===== src/rtl/multicycle_ctrl.sv =====
// Multi-cycle FETCH/DECODE/EXECUTE/MEM/WB sequencer for an RV32I datapath.
// The optional memory wait timeout is enabled by defining MEM_TIMEOUT_EN.
// Without it the controller waits on mem_ready indefinitely and mem_err is 0.
module multicycle_ctrl #(
  parameter int unsigned CNT_W   = 32,
  parameter int unsigned TIMEOUT = 16
) (
  input  logic             clk,
  input  logic             reset,
  input  logic [4:0]       opcode,
  input  logic             branch_taken,
  input  logic             mem_ready,
  output logic             mem_req,
  output logic             mem_we,
  output logic             mem_sel_data,
  output logic             ir_write,
  output logic             pc_write,
  output logic             pc_src,
  output logic             reg_write,
  output logic [2:0]       state,
  output logic             halted,
  output logic             mem_err,
  output logic [CNT_W-1:0] instret
);

  localparam logic [4:0] OP_LOAD   = 5'b00000;
  localparam logic [4:0] OP_STORE  = 5'b01000;
  localparam logic [4:0] OP_BRANCH = 5'b11000;
  localparam logic [4:0] OP_JAL    = 5'b11011;
  localparam logic [4:0] OP_JALR   = 5'b11001;
  localparam logic [4:0] OP_REG    = 5'b01100;
  localparam logic [4:0] OP_LUI    = 5'b01101;
  localparam logic [4:0] OP_AUIPC  = 5'b00101;
  localparam logic [4:0] OP_IMM    = 5'b00100;

  typedef enum logic [2:0] {
    ST_FETCH   = 3'd0,
    ST_DECODE  = 3'd1,
    ST_EXECUTE = 3'd2,
    ST_MEM     = 3'd3,
    ST_WB      = 3'd4,
    ST_HALT    = 3'd5
  } state_t;

  state_t           r_state;
  state_t           w_next;
  logic [CNT_W-1:0] r_instret;
  logic             r_halted;
  logic             w_legal;
  logic             w_limit;
  logic             w_timeout;
  logic             w_retire;
  logic             w_mem_req;
  logic             w_mem_we;
  logic             w_mem_sel_data;
  logic             w_ir_write;
  logic             w_pc_write;
  logic             w_pc_src;
  logic             w_reg_write;

  // Opcode legality check used at DECODE
  always_comb begin
    w_legal = 1'b0;
    case (opcode)
      OP_LOAD, OP_STORE, OP_BRANCH, OP_JAL, OP_JALR,
      OP_REG, OP_LUI, OP_AUIPC, OP_IMM: w_legal = 1'b1;
      default:                          w_legal = 1'b0;
    endcase
  end

`ifdef MEM_TIMEOUT_EN
  localparam int unsigned WAIT_W = 8;

  logic [WAIT_W-1:0] r_wait;
  logic              r_mem_err;

  // Count consecutive wait cycles of the current request; any non-wait cycle clears it
  always_ff @(posedge clk) begin
    if (reset || !(w_mem_req && !mem_ready)) r_wait <= '0;
    else                                     r_wait <= r_wait + WAIT_W'(1);
  end

  // Sticky memory-timeout flag
  always_ff @(posedge clk) begin
    if (reset)          r_mem_err <= 1'b0;
    else if (w_timeout) r_mem_err <= 1'b1;
  end

  // This cycle is the TIMEOUT-th wait cycle; mem_ready still wins
  assign w_limit = (r_wait == WAIT_W'(TIMEOUT - 1));
  assign mem_err = r_mem_err;
`else
  assign w_limit = 1'b0;
  assign mem_err = 1'b0;
`endif

  // State register, retired-instruction counter and sticky halt flag
  always_ff @(posedge clk) begin
    if (reset) begin
      r_state   <= ST_FETCH;
      r_instret <= '0;
      r_halted  <= 1'b0;
    end else begin
      r_state <= w_next;
      if (w_retire)          r_instret <= r_instret + CNT_W'(1);
      if (w_next == ST_HALT) r_halted  <= 1'b1;
    end
  end

  // Next-state and strobe decode
  always_comb begin
    w_next         = r_state;
    w_mem_req      = 1'b0;
    w_mem_we       = 1'b0;
    w_mem_sel_data = 1'b0;
    w_ir_write     = 1'b0;
    w_pc_write     = 1'b0;
    w_pc_src       = 1'b0;
    w_reg_write    = 1'b0;
    w_retire       = 1'b0;
    w_timeout      = 1'b0;
    case (r_state)
      ST_FETCH: begin
        w_mem_req = 1'b1;
        if (mem_ready) begin
          w_ir_write = 1'b1;
          w_next     = ST_DECODE;
        end else if (w_limit) begin
          w_timeout = 1'b1;
          w_next    = ST_HALT;
        end
      end
      ST_DECODE: begin
        w_next = w_legal ? ST_EXECUTE : ST_HALT;
      end
      ST_EXECUTE: begin
        case (opcode)
          OP_LOAD, OP_STORE: w_next = ST_MEM;
          OP_BRANCH: begin
            w_pc_write = 1'b1;
            w_pc_src   = branch_taken;
            w_retire   = 1'b1;
            w_next     = ST_FETCH;
          end
          default: w_next = ST_WB;
        endcase
      end
      ST_MEM: begin
        w_mem_req      = 1'b1;
        w_mem_sel_data = 1'b1;
        w_mem_we       = (opcode == OP_STORE);
        if (mem_ready) begin
          if (opcode == OP_STORE) begin
            w_pc_write = 1'b1;
            w_retire   = 1'b1;
            w_next     = ST_FETCH;
          end else begin
            w_next = ST_WB;
          end
        end else if (w_limit) begin
          w_timeout = 1'b1;
          w_next    = ST_HALT;
        end
      end
      ST_WB: begin
        w_reg_write = 1'b1;
        w_pc_write  = 1'b1;
        w_pc_src    = (opcode == OP_JAL) || (opcode == OP_JALR);
        w_retire    = 1'b1;
        w_next      = ST_FETCH;
      end
      ST_HALT: w_next = ST_HALT;
      default: w_next = ST_FETCH;
    endcase
  end

  // Strobes are suppressed while reset is held
  assign mem_req      = w_mem_req      & ~reset;
  assign mem_we       = w_mem_we       & ~reset;
  assign mem_sel_data = w_mem_sel_data & ~reset;
  assign ir_write     = w_ir_write     & ~reset;
  assign pc_write     = w_pc_write     & ~reset;
  assign pc_src       = w_pc_src       & ~reset;
  assign reg_write    = w_reg_write    & ~reset;

  assign state   = r_state;
  assign halted  = r_halted;
  assign instret = r_instret;

endmodule

===== config.mk =====
export PLATFORM = sky130hd
export DESIGN_NAME = multicycle_ctrl
export DESIGN_NICKNAME = d
export VERILOG_FILES = /design/src/rtl/multicycle_ctrl.sv
export SDC_FILE = /design/constraint.sdc
export NUM_CORES = 1
export LEC_CHECK = 0
export ABC_AREA = 1
export ABC_CLOCK_PERIOD_IN_PS = 2300
export BUFFER_PORTS_ARGS = -buffer_cell sky130_fd_sc_hd__buf_2
export CAP_MARGIN = 20
export CORE_UTILIZATION = 58
export CTS_BUF_LIST = sky130_fd_sc_hd__clkbuf_16
export DETAILED_ROUTE_END_ITERATION = 10
export GPL_ROUTABILITY_DRIVEN = 0
export PLACE_DENSITY = 0.95
export SLEW_MARGIN = 20
export SYNTH_ARGS = -nofsm -noshare
export SYNTH_HDL_FRONTEND = slang
export SYNTH_SLANG_ARGS = --single-unit

===== constraint.sdc =====
create_clock -name clk -period 2.3 [get_ports clk]
set_input_delay 0.46 -clock clk [delete_from_list [all_inputs] [get_ports clk]]
set_output_delay 0.46 -clock clk [all_outputs]
set_load 0.02 [all_outputs]

==> results.json <==
{
  "htree_levels": 2,
  "crit_fanout": 10,
  "postPlaceCellArea_um2": 2620,
  "path_buf_inv": 2,
  "vdd_ir_drop_max_uv": 323,
  "post_drt_via_cell_ratio": 5.29,
  "post_cts_buffers": 0,
  "die_h_um": 65.6,
  "diodes": 0,
  "ys.flop_type": "dfxtp_1",
  "path_clk_slew_ns": 0.05,
  "synthArstFlopShare_pct": 0,
  "finalHoldViolCount": 0,
  "synth_warnings": 0,
  "holdPathStages": 2,
  "vias": 2635,
  "grt_max_degree": 18,
  "worstPathArrival_ns": 1.52,
  "setup_tns_ns": 0,
  "criticalPathCategory": "reg2out",
  "leakagePower_nw": 1.18,
  "syn_area_um2": 2340,
  "rrSetupSlack_ns": 0.64,
  "end_kind": "primary output",
  "antenna_left": 0,
  "numCtsBuffers": 5,
  "cts_buffer_depth": 2,
  "critPathSlowestCell": "dfxtp_1",
  "yosysMostFrequentCell": "nand2_1",
  "min_to": "halted",
  "crit_family": "simple AND/OR/NAND/NOR gates",
  "hold_path_class": "reg2reg",
  "finClkSkew_ns": 0.00473,
  "num_rows": 22,
  "die_w_um": 65.6,
  "synth-seq-cells": 36,
  "design.core.area_um2": 3770,
  "place_inst": 491,
  "grt_first_pass_wirelength_um": 9830,
  "syn_avg_cell_area_um2": 5.89,
  "rsz0062_at_grt": "no",
  "drc": 0,
  "report.final.slew_viol_count": 0,
  "ys_seq_area_share_pct": 30.7,
  "place_hpwl_um": 4300,
  "area_growth_pct": 17.4,
  "reg2reg_to": "instret[18]",
  "grtUsageTotal_pct": 29.3,
  "cts-root-buf": "clkbuf_16",
  "drtIter0Drc": 220,
  "clock_latency_ns": 0.28,
  "cpPeakStageDelay_ns": 0.42,
  "fin_crit_sh_pct": 86.0,
  "total_power_mw": 1.42,
  "cts_tree": "built",
  "yosysTopAreaCellShare_pct": 30.7,
  "r2r_cells": 10,
  "synth_edf_count": 0,
  "dr.pass1.iters": 5,
  "yosys.area.top_type": "dfxtp_1",
  "grt_pass1_vias": 2372,
  "fin_nets": 460,
  "wl_per_cell_um": 11.4,
  "cap_violations": 0,
  "dieArea_um2": 4300,
  "cts_resized": 0,
  "crit_chain": "nand3_2 -> nor2_2 -> nand2_1 -> nand3_4 -> nand2_1 -> inv_1 -> buf_2",
  "ctsHoldBuffers": 0,
  "powerDensity_nw_per_um2": 516,
  "hold_start": "halted",
  "antenna_found_initial": 0,
  "crit-reg2reg-launch": "instret[0]",
  "synth.area.top_cells": "dfxtp_1 (31%), nand2_1 (22%), nor2_1 (12%), nand3_1 (5.8%), inv_1 (5.6%)",
  "synthesis.nets": 408,
  "post-route-min-period_ns": 1.98,
  "setup_viol": 0,
  "critPathMostFrequentCell": "nand2_1",
  "start_kind": "flop",
  "fmax_mhz": 506,
  "run_status": "completed",
  "fin_area_um2": 2750,
  "stdcell_count": 498,
  "clock-sinks": 36,
  "portBuffers": 51,
  "final_layout_size_suffix_gt1_share_pct": 18.0,
  "yosys-top-cells-count": "nand2_1 (139), nor2_1 (76), dfxtp_1 (36)",
  "grt_overflow_total": 0,
  "cp.required_ns": 1.84,
  "wirelength_um": 5660,
  "ys_types": 27,
  "syn_inst": 398,
  "io-pin-count": 53,
  "initial_core_util_pct": 62.2,
  "hold_ws_ns": 0.459
}
-- worst min-delay path, delay by kind of cell, from the launching register on --
family                 cells  cell delay, ns
DFF                        1            0.30
AOI/OAI and AO/OA          1            0.06
buffers and inverters      1            0.05
-- power by group --
group          internal [mW]  switching, mW  total, mW
clock network          0.389          0.241      0.630
registers              0.633        0.00987      0.643
logic                 0.0455          0.103      0.149
-- worst max path at each step --
stage / from / to / cells after the start
after floorplan: state[1] / pc_write / 7
after global placement: opcode[1] / pc_write / 9
after detailed placement: opcode[1] / pc_write / 9
after CTS: state[0] / pc_write / 7
after global routing: state[0] / pc_write / 7
final: state[1] / pc_write / 7
-- sequential cells by signal (all words and copies together), names as in the netlist --
signal   cells
halted       1
instret     32
state        3
-- cell families after synthesis --
family / Yosys count / synth area share, %
adders and majority gates: 1 / 0.534
DFF: 36 / 30.7
and+or+nand+nor: 271 / 49.2
xor gates and xnor gates: 8 / 2.99
AOI/OAI and AO/OA: 32 / 7.10
buffers and inverters: 49 / 9.28
other: 1 / 0.160
-- area by class of cell --
type                       instances  area, um^2
timing repair buffer              55         285
inverter                          39         146
tap                               48        60.1
clock buffer                       5         125
clock inverter                     2        8.76
sequential                        36         721
multi-input combinational        313        1410
fill                             311        1020
-- per-stage QoR --
step                      util (%)  worst slack (ns)
after floorplan                  -             0.534
after global placement        69.4             0.460
after CTS                     73.0             0.325
final                         73.0             0.322
after global routing          73.0             0.220
after detailed placement      69.4             0.399
-- layout by cell type (no fill, tap or decap) --
master       n
xor2_1       5
nand3_2      5
nand4_1      5
nor4_1       1
conb_1       1
and2_1       2
o21ai_0      4
nand3_1     27
nor2_4       1
a31oi_1      3
ha_1         1
inv_2        4
buf_4        4
nand3_4      1
xnor2_1      3
nor3_1       4
dfxtp_1     36
clkinv_2     1
a21oi_1     24
clkbuf_16    5
buf_2       51
nand2_1    139
o21a_1       1
and3_1       1
nor2_2       8
inv_1       36
nor2_1      76
nand2_2      1
-- metal layers --
layer	track usage, %	up-vias	wire, um
li1	-	1347	-
met1	35.3	1187	2490
met2	50.9	92	2720
met3	6.25	9	386
met4	10.1	0	58
met5	0	-	0
Power figures use the tool's default switching activity.
